## src/rtl/ahsqr_pkg.sv

```systemverilog
// Shared types and elaboration helpers for the iterative approximate square-root engine.
package ahsqr_pkg;

   typedef enum logic [1:0] {
      IDLE = 2'd0,
      ITER = 2'd1,
      FIN  = 2'd2,
      DONE = 2'd3
   } state_e;

   // Bits needed to hold values 0..n-1, never narrower than one bit.
   function automatic int unsigned cnt_w(input int unsigned n);
      return (n <= 1) ? 1 : $clog2(n);
   endfunction

   function automatic bit params_ok(input int unsigned w, input int unsigned k);
      return (w >= 4) && (w % 2 == 0) && (k >= 2) && (k % 2 == 0) && (k <= w);
   endfunction

endpackage

```

## src/rtl/ahsqr_if.sv

```systemverilog
// Radicand-in / root-out valid/ready bundle.
interface ahsqr_if #(
   parameter int unsigned WIDTH = 16
);
   logic                   in_valid;
   logic                   in_ready;
   logic [WIDTH-1:0]       in_data;
   logic                   in_exact;
   logic                   out_valid;
   logic                   out_ready;
   logic [WIDTH/2-1:0]     out_data;
   logic                   out_exact;

   modport slave (
      input  in_valid, in_data, in_exact, out_ready,
      output in_ready, out_valid, out_data, out_exact
   );

   modport master (
      output in_valid, in_data, in_exact, out_ready,
      input  in_ready, out_valid, out_data, out_exact
   );
endinterface

```

## src/rtl/ahsqr_lod.sv

```systemverilog
// Combinational leading-one detector: index of the highest set bit plus an all-zero flag.
module ahsqr_lod
   import ahsqr_pkg::*;
#(
   parameter  int unsigned W  = 8,
   localparam int unsigned IW = cnt_w(W)
) (
   input  logic [W-1:0]  vec_i,
   output logic [IW-1:0] idx_o,
   output logic          zero_o
);

   // Ascending scan so the highest set bit wins.
   always_comb begin
      idx_o = '0;
      for (int i = 0; i < int'(W); i++) begin
         if (vec_i[i]) idx_o = IW'(i);
      end
   end

   assign zero_o = ~|vec_i;

endmodule

```

## src/rtl/ahsqr_iter_sqrt.sv

```systemverilog
// Multi-cycle floor-sqrt: restoring engine, one root bit per cycle, with an optional
// leading-one "snip" approximation of the low root bits.
module ahsqr_iter_sqrt
   import ahsqr_pkg::*;
#(
   parameter int unsigned WIDTH = 16,
   parameter int unsigned K     = 8
) (
   input  logic    clk,
   input  logic    rst_n,
   ahsqr_if.slave  bus
);

   localparam int unsigned H  = WIDTH / 2;
   localparam int unsigned KH = K / 2;
   localparam int unsigned L  = (WIDTH - K) / 2;
   localparam int unsigned RW = H + 2;
   localparam int unsigned SW = RW + 2;
   localparam int unsigned CW = cnt_w(H + 1);
   localparam int unsigned MW = cnt_w(WIDTH);
   localparam int unsigned IW = cnt_w(KH);
   localparam logic [WIDTH-1:0] HI_MASK = {WIDTH{1'b1}} << (WIDTH - K);

   if (!params_ok(WIDTH, K)) begin : g_param_err
      $error("ahsqr_iter_sqrt: illegal WIDTH/K combination");
   end

   state_e           state_q, state_d;
   logic             in_ready_q, in_ready_d;
   logic             out_valid_q, out_valid_d;
   logic [H-1:0]     out_data_q, out_data_d;
   logic             out_exact_q, out_exact_d;
   logic             exact_q, exact_d;
   logic [WIDTH-1:0] opnd_q, opnd_d;
   logic [H-1:0]     root_q, root_d;
   logic [RW-1:0]    rem_q, rem_d;
   logic [CW-1:0]    cnt_q, cnt_d;

   logic             accept_c;
   logic [SW-1:0]    ext_c, sub_c, diff_c;
   logic             neg_c;
   logic [H-1:0]     snip_c;

   assign accept_c = (state_q == IDLE) && bus.in_valid;

   // One restoring step on the operand MSB pair; sign of the difference picks the root bit.
   assign ext_c  = {rem_q, opnd_q[WIDTH-1 -: 2]};
   assign sub_c  = SW'({root_q, 2'b01});
   assign diff_c = ext_c - sub_c;
   assign neg_c  = diff_c[SW-1];

   if (L == 0) begin : g_no_snip
      assign snip_c = root_q;
   end else begin : g_snip
      logic [WIDTH-1:0] num_q;
      logic [IW-1:0]    lod_idx;
      logic             lod_zero;
      logic [MW-1:0]    m_c;
      logic [L-1:0]     frac_c;

      always_ff @(posedge clk) begin
         if (!rst_n)        num_q <= '0;
         else if (accept_c) num_q <= {bus.in_data[WIDTH-1 -: K], 1'b0, bus.in_data[WIDTH-K-1:1]};
      end

      ahsqr_lod #(.W(KH)) u_lod (
         .vec_i  (root_q[KH-1:0]),
         .idx_o  (lod_idx),
         .zero_o (lod_zero)
      );

      assign m_c    = MW'(lod_idx) + MW'(L);
      assign frac_c = lod_zero ? '1 : L'(num_q >> m_c);
      assign snip_c = {root_q[KH-1:0], frac_c};
   end

   always_ff @(posedge clk) begin
      if (!rst_n) begin
         state_q     <= IDLE;
         in_ready_q  <= 1'b1;
         out_valid_q <= 1'b0;
         out_data_q  <= '0;
         out_exact_q <= 1'b0;
         exact_q     <= 1'b0;
         opnd_q      <= '0;
         root_q      <= '0;
         rem_q       <= '0;
         cnt_q       <= '0;
      end else begin
         state_q     <= state_d;
         in_ready_q  <= in_ready_d;
         out_valid_q <= out_valid_d;
         out_data_q  <= out_data_d;
         out_exact_q <= out_exact_d;
         exact_q     <= exact_d;
         opnd_q      <= opnd_d;
         root_q      <= root_d;
         rem_q       <= rem_d;
         cnt_q       <= cnt_d;
      end
   end

   always_comb begin
      state_d     = state_q;
      out_valid_d = out_valid_q;
      out_data_d  = out_data_q;
      out_exact_d = out_exact_q;
      exact_d     = exact_q;
      opnd_d      = opnd_q;
      root_d      = root_q;
      rem_d       = rem_q;
      cnt_d       = cnt_q;

      case (state_q)
         IDLE: begin
            if (accept_c) begin
               exact_d = bus.in_exact;
               opnd_d  = bus.in_exact ? bus.in_data : (bus.in_data & HI_MASK);
               root_d  = '0;
               rem_d   = '0;
               cnt_d   = bus.in_exact ? CW'(H) : CW'(KH);
               state_d = ITER;
            end
         end
         ITER: begin
            root_d = {root_q[H-2:0], ~neg_c};
            rem_d  = RW'(neg_c ? ext_c : diff_c);
            opnd_d = opnd_q << 2;
            cnt_d  = cnt_q - CW'(1);
            if (cnt_q == CW'(1)) state_d = FIN;
         end
         FIN: begin
            out_valid_d = 1'b1;
            out_data_d  = exact_q ? root_q : snip_c;
            out_exact_d = exact_q;
            state_d     = DONE;
         end
         DONE: begin
            if (bus.out_ready) begin
               out_valid_d = 1'b0;
               state_d     = IDLE;
            end
         end
         default: state_d = IDLE;
      endcase

      in_ready_d = (state_d == IDLE);
   end

   assign bus.in_ready  = in_ready_q;
   assign bus.out_valid = out_valid_q;
   assign bus.out_data  = out_data_q;
   assign bus.out_exact = out_exact_q;

endmodule
```

## src/flat_wrapper.sv

```systemverilog
// flat-port wrapper written by rule: the top's interface ports become plain ports
module ahsqr_iter_sqrt_flat import ahsqr_pkg::*;
#(
   parameter int unsigned WIDTH = 16,
   parameter int unsigned K     = 8
)
  (clk, rst_n, bus_in_valid, bus_in_data, bus_in_exact, bus_out_ready, bus_in_ready, bus_out_valid, bus_out_data, bus_out_exact);
  ahsqr_if #(.WIDTH(WIDTH)) bus_i ();
  input  logic clk;
  input  logic rst_n;
  input wire logic [$bits(bus_i.in_valid)-1:0] bus_in_valid;
  input wire logic [$bits(bus_i.in_data)-1:0] bus_in_data;
  input wire logic [$bits(bus_i.in_exact)-1:0] bus_in_exact;
  input wire logic [$bits(bus_i.out_ready)-1:0] bus_out_ready;
  output wire logic [$bits(bus_i.in_ready)-1:0] bus_in_ready;
  output wire logic [$bits(bus_i.out_valid)-1:0] bus_out_valid;
  output wire logic [$bits(bus_i.out_data)-1:0] bus_out_data;
  output wire logic [$bits(bus_i.out_exact)-1:0] bus_out_exact;
  assign bus_i.in_valid = bus_in_valid;
  assign bus_i.in_data = bus_in_data;
  assign bus_i.in_exact = bus_in_exact;
  assign bus_i.out_ready = bus_out_ready;
  assign bus_in_ready = bus_i.in_ready;
  assign bus_out_valid = bus_i.out_valid;
  assign bus_out_data = bus_i.out_data;
  assign bus_out_exact = bus_i.out_exact;
  ahsqr_iter_sqrt #(.WIDTH(WIDTH), .K(K)) u_core (.clk(clk), .rst_n(rst_n), .bus(bus_i));
endmodule
```

## config.mk

```make
export PLATFORM = sky130hd
export DESIGN_NAME = ahsqr_iter_sqrt_flat
export DESIGN_NICKNAME = d
export VERILOG_FILES = /design/src/rtl/ahsqr_pkg.sv /design/src/rtl/ahsqr_if.sv /design/src/rtl/ahsqr_lod.sv /design/src/rtl/ahsqr_iter_sqrt.sv /design/src/flat_wrapper.sv
export SDC_FILE = /design/constraint.sdc
export NUM_CORES = 1
export LEC_CHECK = 0
export ABC_AREA = 1
export CAP_MARGIN = 20
export CELL_PAD_IN_SITES_DETAIL_PLACEMENT = 0
export CELL_PAD_IN_SITES_GLOBAL_PLACEMENT = 1
export CORE_ASPECT_RATIO = 1.75
export CORE_UTILIZATION = 40
export CTS_CLUSTER_SIZE = 28
export DETAILED_ROUTE_END_ITERATION = 10
export MAX_ROUTING_LAYER = met4
export PLACE_DENSITY_LB_ADDON = 0.12
export SLEW_MARGIN = 20
export SYNTH_ARGS = -nofsm -noshare
export SYNTH_HDL_FRONTEND = slang
export SYNTH_SLANG_ARGS = --single-unit
```

## constraint.sdc

```tcl
create_clock -name clk -period 2.36 [get_ports clk]
set_clock_uncertainty 0.15 [all_clocks]
set_input_delay 0.236 -clock clk [delete_from_list [all_inputs] [get_ports clk]]
set_output_delay 0.236 -clock clk [all_outputs]
set_load 0.02 [all_outputs]
```

Word-level counts from Yosys, hierarchy flattened
Index checks and enable logic that the tools add are counted.

cells by class
  equality and inequality tests = 6
  mux-type cells = 22
  reduce and logical (&&, ||, !) cells = 9
  $add $sub $neg = 3
  shift operators = 1
  bitwise gates (word level) = 1

operators with widths
  cell                                              count
  one-hot mux 16 bit (2 select lines)               1
  2-to-1 mux 8 bit                                  3
  2-to-1 mux 10 bit                                 2
  one-hot mux 10 bit (2 select lines)               1
  2-to-1 mux 16 bit                                 1
  one-hot mux 8 bit (2 select lines)                1
  >> shifter 16 x 4 -> 4 bit                        1
  2-to-1 mux 4 bit                                  3
  subtractor 12 x 10 -> 12 bit                      1
  2-to-1 mux 2 bit                                  5
  one-hot mux 2 bit (4 select lines)                1
  one-hot mux 4 bit (2 select lines)                1
  AND reduction 2 bit                               3
  adder 2 x 3 -> 4 bit, second input constant       1
  == test 2 bit, second input constant              2
  == test 4 x 1 -> 1 bit, second input constant     1
  zero test 2 bit                                   2
  nonzero test 2 bit                                2
  OR reduction 4 bit                                1
  subtractor 4 x 1 -> 4 bit, second input constant  1
  == test 2 x 1 -> 1 bit, second input constant     1
  2-to-1 mux 1 bit                                  2
  != test 2 x 1 -> 1 bit, second input constant     1
  != test 2 bit, second input constant              1
  3 further kinds                                   3

word-level totals
  bits of input ports = 21
  word-level logic and storage cells = 53
  register bits after elaboration = 67
  output and inout bits = 11

Depth between registers and ports, before layout
Gate-level depths: netlist (run 1).

  depth in word-level cells = 7
  mapped depth = 15
  mapped depth without buffers = 14

Hierarchy
A second synthesis (run 1) with hierarchy kept.

unflattened totals
  cells, all modules = 454
  area, all modules = 3093.0 µm²

by module, submodules not included
  module           cells each  seq. area each (µm²)  area each (µm²)  times used
  ahsqr_iter_sqrt  446         1161.1                3056.7           1
  ahsqr_lod        8           0.0                   36.3             1

Worst setup path after synthesis (run 1)
Ideal clock, no wire load.

  kind = register to register
  start point = register u_core.root_q[3]
  end point = register u_core.rem_q[0]
  buffers on the path = 1
  cell stages (with the launch flop) = 13
  required time = 2.143 ns
  setup time = 0.067 ns
  period minus slack after synthesis = 1.965 ns
  arrival time = 1.747 ns
  path slack = 0.395 ns
  cell sequence = dfxtp_1 -> inv_1 -> ha_1 -> nand2_1 -> inv_1 -> nand2_1 -> nand2_1 -> nand2_1 -> nand4_1 -> buf_6 -> nand3_1 -> nand3_1 -> a21oi_2

between the ends
  cells in the longest elaborated chain, start to end = 3

ends and longest elaborated chain
  what                                 RTL line                RTL
  start: declaration                   ahsqr_iter_sqrt.sv:35   logic [H-1:0] root_q, root_d;
  start signal: assignment             ahsqr_iter_sqrt.sv:97   root_q <= root_d;
  subtractor 12 x 10 -> 12 bit         ahsqr_iter_sqrt.sv:49   assign diff_c = ext_c - sub_c;
  2-to-1 mux 10 bit                    ahsqr_iter_sqrt.sv:127  rem_d = RW'(neg_c ? ext_c : diff_c);
  one-hot mux 10 bit (2 select lines)  ahsqr_iter_sqrt.sv:114  case (state_q)
  end signal: assignment               ahsqr_iter_sqrt.sv:98   rem_q <= rem_d;
  end: declaration                     ahsqr_iter_sqrt.sv:36   logic [RW-1:0] rem_q, rem_d;

Every way passes these cells.
A chain may end at the register's enable or synchronous reset.

Worst setup path in the final report (run 1)
  start point = register u_core.root_q[0]
  end point = register u_core.rem_q[4]

Same word-level chain as after synthesis.

==> flow_metrics.py, run 1 <==
metrics = {
    "synth": {
        "synth-adder-area-share": 0.0451,
        "ys.flop_type": "dfxtp_1",
        "synth_area_leader_cell": "dfxtp_1",
        "yosysTopAreaCellShare": 0.381,
        "synth_seq_area_share": 0.381,
        "synth_top_family_by_area": "simple AND/OR/NAND/NOR gates",
        "synth_xor_area_frac": 0.00861,
        "synth_nets": 481,
        "ys_ff_latch": 58,
        "synth_edf_count": 0,
        "syn_avg_cell_area_um2": 6.79,
        "netlist_area_um2": 3050,
        "synth_compound_area_frac": 0.184,
        "ys_async_sr_fraction": 0,
        "netlist_top_cells_area": "dfxtp_1 (38%), nand2_1 (16%), a21oi_1 (7.9%)",
        "yosysUniqueCellTypes": 34,
        "synth.mux.area_fraction": 0,
        "syn_inst": 449,
        "ys_warn_count": 0,
        "yosys.area_share.simple": 0.280,
    },
    "sta": {
        "slew_viol_final": 0,
        "rsz0062_at_grt": "no",
        "max_slew.worst_pin.slew_ns": 0.414,
        "period_needed_ns": 2.18,
        "fin_setup_tns_ns": 0,
        "fin_crit_sh": 0.922,
        "whs_ns": 0.300,
        "setup_viol": 0,
        "hold_viol": 0,
        "fmax_mhz": 460,
        "relSlewSlack": 0.721,
    },
    "clocking": {
        "clkSinkCount": 58,
        "cts_root_buffer": "clkbuf_16",
        "clockBufferDepth": 2,
        "cts_tree": "done",
        "cts_made_buffers": 9,
        "cts_hold_buf": 0,
        "clk_pin_slew_ns": 0.05,
        "htree_levels": 3,
        "clock_latency_ns": 0.33,
    },
    "floorplanning": {
        "rows": 41,
        "fp.dieH_um": 118,
        "start_util": 0.419,
        "die_w_um": 68.0,
        "core_area_um2": 7280,
        "ios": 32,
        "die_area_um2": 7990,
    },
    "critical_path": {
        "critPathMaxFanout": 5,
        "r2r-start": "u_core.root_q[0]",
        "timing_worst_setup_path_type": "reg -> reg",
        "worst-endpoint-required_ns": 2.47,
        "setup.worst_path.start": "u_core.root_q[0]",
        "start_kind": "flip-flop",
        "cp_data_arrival_time_ns": 2.29,
        "setup.worst_path.end_class": "flip-flop",
    },
    "layout": {
        "multi_input_area_um2": 1600,
        "drive_gt1_frac": 0.0916,
        "diodes": 0,
        "seqCellArea_um2": 1160,
        "nNetsFinal": 520,
        "fin_area_um2": 3820,
        "fillers": 773,
        "final_cells": 577,
        "area_delta_synth_final_pct": 25.3,
    },
    "pwr": {
        "seq_power_share": 0.286,
        "switching_share": 0.371,
        "clock_power_share": 0.312,
        "pwr-share-comb": 0.402,
        "p_int_uw": 2560,
        "netSwitchingPower_uw": 1510,
        "power_density_nw_per_um2": 1070,
        "peakVddDrop_mv": 0.598,
        "leakage_uw": 0.00158,
    },
    "run_status": {
        "status": "finished, final reports clean",
    },
    "routing": {
        "drc": 0,
        "route.vias.total": 2989,
        "drt_iter0_drc": 81,
        "ant_nets": 0,
        "wl_per_cell_um": 13.9,
        "drt_wl_total_mm": 8.03,
        "detail_route.vias_per_cell": 5.18,
        "dr.pass1.iters": 4,
    },
    "global_route": {
        "grt.total_usage": 0.225,
        "grt_pass1_wl_mm": 13.0,
        "grt_start_max_net_pins": 42,
        "grt_pass1_vias": 2929,
        "grt_overflow": 0,
        "antenna_found_initial": 0,
    },
    "hold_path": {
        "min-delay-start": "u_core.opnd_q[11]",
        "hold_class": "reg -> reg",
    },
    "placed_design": {
        "dpl.cell_count": 562,
        "port_buffers": 31,
        "routabilityCongestion": 0.836,
        "hpwl_mm": 6.02,
        "place_area_um2": 3500,
    },
    "flow_run": {
        "drv_cap": 0,
    },
}
-- kinds of logic (layout without fill, tap and decap cells) --
logic type | after synthesis | in the layout
and+or+nand+nor | 203 | 203
buffers and inverters | 76 | 118
DFF | 58 | 58
AOI/OAI and AO/OA | 98 | 98
xor gates and xnor gates | 3 | 3
adders and majority gates | 11 | 11
-- power groups by stage --
stage / clock [uW] / combinational (uW) / sequential, uW
floorplan: 0 / 1210 / 1170
global placement: 0 / 1580 / 1180
detailed placement: 0 / 1590 / 1180
CTS: 1300 / 1600 / 1160
global route: 1340 / 1880 / 1180
finish: 1270 / 1640 / 1170
-- flip-flops by register name, summed over array words and instances (netlist names) --
register / flops
u_core.bus.in_ready: 1
u_core.bus.out_data: 8
u_core.bus.out_exact: 1
u_core.bus.out_valid: 1
u_core.cnt_q: 4
u_core.exact_q: 1
u_core.g_snip.num_q: 6
u_core.opnd_q: 16
u_core.rem_q: 10
u_core.root_q: 8
u_core.state_q: 2
-- stage by stage --
step                      utilization  setup WS (ns)  total power, uW
final                           0.525          0.184             4080
after global routing            0.525         0.0179             4400
after CTS                       0.521         0.0389             4060
after detailed placement        0.480         0.0539             2770
after global placement          0.480         0.0739             2760
after floorplan                     -          0.395             2380
-- cell type report --
class,instances,share of cell area
sequential,58,0.304
inverter,56,0.0550
timing repair buffer,48,0.118
clock inverter,3,0.0105
multi-input combinational,315,0.419
clock buffer,11,0.0661
tap,86,0.0282
-- per-layer routing --
| layer | vias up | track usage | share of wire |
|---|---|---|---|
| met1 | 1382 | 0.226 | 0.40 |
| met2 | 40 | 0.385 | 0.54 |
| met3 | 21 | 0.0417 | 0.020 |
| li1 | 1546 | - | - |
| met5 | - | - | 0 |
| met4 | 0 | 0.132 | 0.040 |
-- synth_stat cells (3+ instances only) --
cell type and instances:
o211ai_1 3, nand4_1 4, clkbuf_1 9, dfxtp_1 58, buf_2 9, nor2_1 25
a21oi_1 48, inv_1 52, nand3_1 36, o21ai_0 20, a31oi_1 10, a211oi_1 9
ha_1 11, nand2_1 128
-- worst max-delay path, cell delays in order, from the launching register on --
cell and delay (ns):
dfxtp_1 0.42, inv_1 0.12, ha_1 0.37, o21ai_0 0.11, nand2_1 0.15, nand3_2 0.12
nand4_1 0.08, buf_4 0.17, buf_4 0.14, nand3_1 0.09, nand3_1 0.08, a21oi_1 0.12
-- worst paths after layout --
kind	endpoint	slack, ns	cells after the start
setup reg to reg	u_core.rem_q[4]	0.18	11
hold / removal	u_core.opnd_q[11]	0.30	2
setup / recovery	u_core.rem_q[4]	0.18	11
hold reg to reg	u_core.opnd_q[11]	0.30	2
-- cell usage in the layout, fill, tap and decap left out, types with 3 or more instances in the layout --
cell,count
nand3_1,36
inv_2,3
ha_1,10
nand2_1,128
o21ai_0,20
a31oi_1,10
a21oi_1,48
buf_4,16
a211oi_1,9
o211ai_1,3
clkdlybuf4s50_1,31
nand4_1,4
inv_1,51
dfxtp_1,58
clkbuf_16,9
nor2_1,25
-- repair_timing --
action	CTS	global route
gates resized for setup	0	4
setup buffers	0	1
endpoints found under the setup margin	0	11
hold endpoints to repair	0	0
Power figures use the tool's default switching activity.
==> inputs of run 2 (changes only) <==
--- a/config.mk
+++ b/config.mk
@@ -15,6 +15,7 @@
 export DETAILED_ROUTE_END_ITERATION = 10
 export MAX_ROUTING_LAYER = met4
 export PLACE_DENSITY_LB_ADDON = 0.12
+export RECOVER_POWER = 25
 export SLEW_MARGIN = 20
 export SYNTH_ARGS = -nofsm -noshare
 export SYNTH_HDL_FRONTEND = slang
==> flow_metrics.py, run 2 (synthesis gave the netlist of run 1 again) <==
metrics = {
    "critical_path": {
        "critical-path-top-delay-family": "simple AND/OR/NAND/NOR gates",
        "cp.depth": 11,
        "path_buf_inv": 3,
        "timing_worst_setup_path_type": "reg -> reg",
        "critical_path.cell_chain": "inv_1 -> ha_1 -> o21ai_0 -> nand2_1 -> nand3_2 -> nand4_1 -> buf_4 -> buf_4 -> nand3_1 -> nand3_1 -> a21oi_1",
        "r2r-start": "u_core.root_q[0]",
        "critPathSlowestCell": "dfxtp_1",
        "endpoint": "u_core.rem_q[4]",
        "worst-endpoint-required_ns": 2.47,
        "setup.worst_path.start": "u_core.root_q[0]",
        "critPathMaxFanout": 5,
        "critical_path.max_stage_delay_ns": 0.42,
        "ff2ff_setup_slack_ns": 0.19,
        "reg2reg_depth": 11,
        "r2r-end": "u_core.rem_q[4]",
        "setup.worst_path.end_class": "flip-flop",
        "start_kind": "flip-flop",
        "cp_data_arrival_time_ns": 2.28,
    },
    "clocking": {
        "cts_root_buffer": "clkbuf_16",
        "clkSinkCount": 58,
        "htree_levels": 3,
        "cts_tree": "done",
        "clk_pin_slew_ns": 0.05,
        "clockBufferDepth": 2,
        "cts_made_buffers": 9,
        "clock_latency_ns": 0.33,
    },
    "hold_path": {
        "hold_class": "reg -> reg",
        "worstHoldPathCells": 2,
    },
    "routing": {
        "wl_per_cell_um": 13.9,
        "drt_iter0_drc": 78,
        "ant_nets": 0,
        "route.vias.total": 2989,
        "drt_wl_total_mm": 8.02,
        "dr.pass1.iters": 5,
        "detail_route.vias_per_cell": 5.18,
        "drc": 0,
    },
    "global_route": {
        "grt_overflow": 0,
        "grt_pass1_wl_mm": 13.0,
        "antenna_found_initial": 0,
        "grt_start_max_net_pins": 42,
        "grt_pass1_vias": 2929,
        "grt.total_usage": 0.225,
    },
    "sta": {
        "setup_viol": 0,
        "max_slew.worst_pin.slew_ns": 0.600,
        "hold_viol": 0,
        "relSlewSlack": 0.600,
        "slew_viol_final": 0,
        "fmax_mhz": 461,
        "period_needed_ns": 2.17,
        "fin_setup_tns_ns": 0,
        "rsz0062_at_grt": "no",
        "fin_crit_sh": 0.919,
    },
    "layout": {
        "nNetsFinal": 520,
        "biggestRegsByFlops": "u_core.opnd_q x16, u_core.rem_q x10",
        "drive_gt1_frac": 0.0835,
        "largest_reg_flops": 16,
        "final_cells": 577,
        "final_common_cell": "nand2_1",
        "diodes": 0,
        "area_delta_synth_final_pct": 24.9,
        "regMostFlops": "u_core.opnd_q",
        "fillers": 774,
        "layout_common_cells": "nand2_1 (128), dfxtp_1 (58), inv_1 (52)",
    },
    "pwr": {
        "netSwitchingPower_uw": 1510,
        "seq_power_share": 0.287,
        "leakage_uw": 0.00157,
        "clock_power_share": 0.312,
        "p_int_uw": 2560,
        "pwr-share-comb": 0.401,
        "peakVddDrop_mv": 0.596,
        "switching_share": 0.371,
        "power_density_nw_per_um2": 1070,
    },
    "placed_design": {
        "routabilityCongestion": 0.836,
        "hpwl_mm": 6.02,
        "dpl.cell_count": 562,
        "port_buffers": 31,
    },
    "floorplanning": {
        "start_util": 0.419,
        "ios": 32,
        "die_area_um2": 7990,
        "fp.dieH_um": 118,
        "die_w_um": 68.0,
        "rows": 41,
        "core_area_um2": 7280,
    },
    "flow_run": {
        "drv_cap": 0,
    },
    "run_status": {
        "status": "finished, final reports clean",
    },
}
run 2: worst register-to-register path, delay by kind of cell (launching register included):
family / cells / cell delay [ns]
adder cells (fa/ha/maj): 1 / 0.37
AND/OR/NAND/NOR: 5 / 0.52
AO/OA/AOI/OAI: 2 / 0.23
buffers and inverters: 3 / 0.43
flip-flops: 1 / 0.42
run 2: per-layer routing:
metal | track usage | vias to the layer above | part of all wire
li1 | - | 1548 | -
met1 | 0.226 | 1383 | 0.40
met5 | - | - | 0
met2 | 0.385 | 38 | 0.54
met3 | 0.0417 | 20 | 0.021
met4 | 0.132 | 0 | 0.039
run 2: repair_timing:
action	4_1_cts	5_1_grt
setup endpoints to repair	0	11
endpoints found under the hold margin	0	0
resized for setup	0	4
hold buffers	0	0
setup buffers	0	1
run 2: layout make-up:
type	instances	area, um2	area share
Clock buffer	11	253	0.0663
Tap cell	86	108	0.0282
Inverter	56	210	0.0552
Clock inverter	3	40.0	0.0105
Timing Repair Buffer	48	439	0.115
Sequential cell	58	1160	0.305
Multi-Input combinational cell	315	1600	0.420
run 2: worst min-delay path by stage:
stage | start | end | slack, ns
4_1_cts | u_core.opnd_q[12] | u_core.opnd_q[12] | 0.30
3_5_place_dp | u_core.opnd_q[12] | u_core.opnd_q[12] | 0.29
2_1_floorplan | bus_in_data[0] | u_core.opnd_q[0] | 0.23
6_report | u_core.opnd_q[11] | u_core.opnd_q[11] | 0.30
3_3_place_gp | u_core.opnd_q[12] | u_core.opnd_q[12] | 0.29
5_1_grt | u_core.opnd_q[11] | u_core.opnd_q[11] | 0.32
run 2: metrics by stage:
stage	setup WS [ns]	hold slack (ns)	instance area (um2)	util	power [uW]
floorplan	0.395	0.231	3050	-	2380
global placement	0.0739	0.288	3500	0.480	2760
detailed placement	0.0539	0.291	3500	0.480	2770
CTS	0.0389	0.299	3790	0.521	4060
global route	0.0179	0.317	3810	0.523	4400
finish	0.191	0.300	3810	0.523	4070
run 2: power groups by stage:
stage	sequential, uW	clock (uW)	combinational [uW]
floorplan	1170	0	1210
global placement	1180	0	1580
detailed placement	1180	0	1590
CTS	1160	1300	1600
global route	1180	1340	1880
finish	1170	1270	1630
==> inputs of run 3 (changes only) <==
--- a/config.mk
+++ b/config.mk
@@ -16,7 +16,7 @@
 export MAX_ROUTING_LAYER = met4
 export PLACE_DENSITY_LB_ADDON = 0.12
 export RECOVER_POWER = 25
-export SLEW_MARGIN = 20
+export SLEW_MARGIN = 15
 export SYNTH_ARGS = -nofsm -noshare
 export SYNTH_HDL_FRONTEND = slang
 export SYNTH_SLANG_ARGS = --single-unit
==> results of run 3 <==
No change in the layout: final DEF, timing and power equal those of run 2.
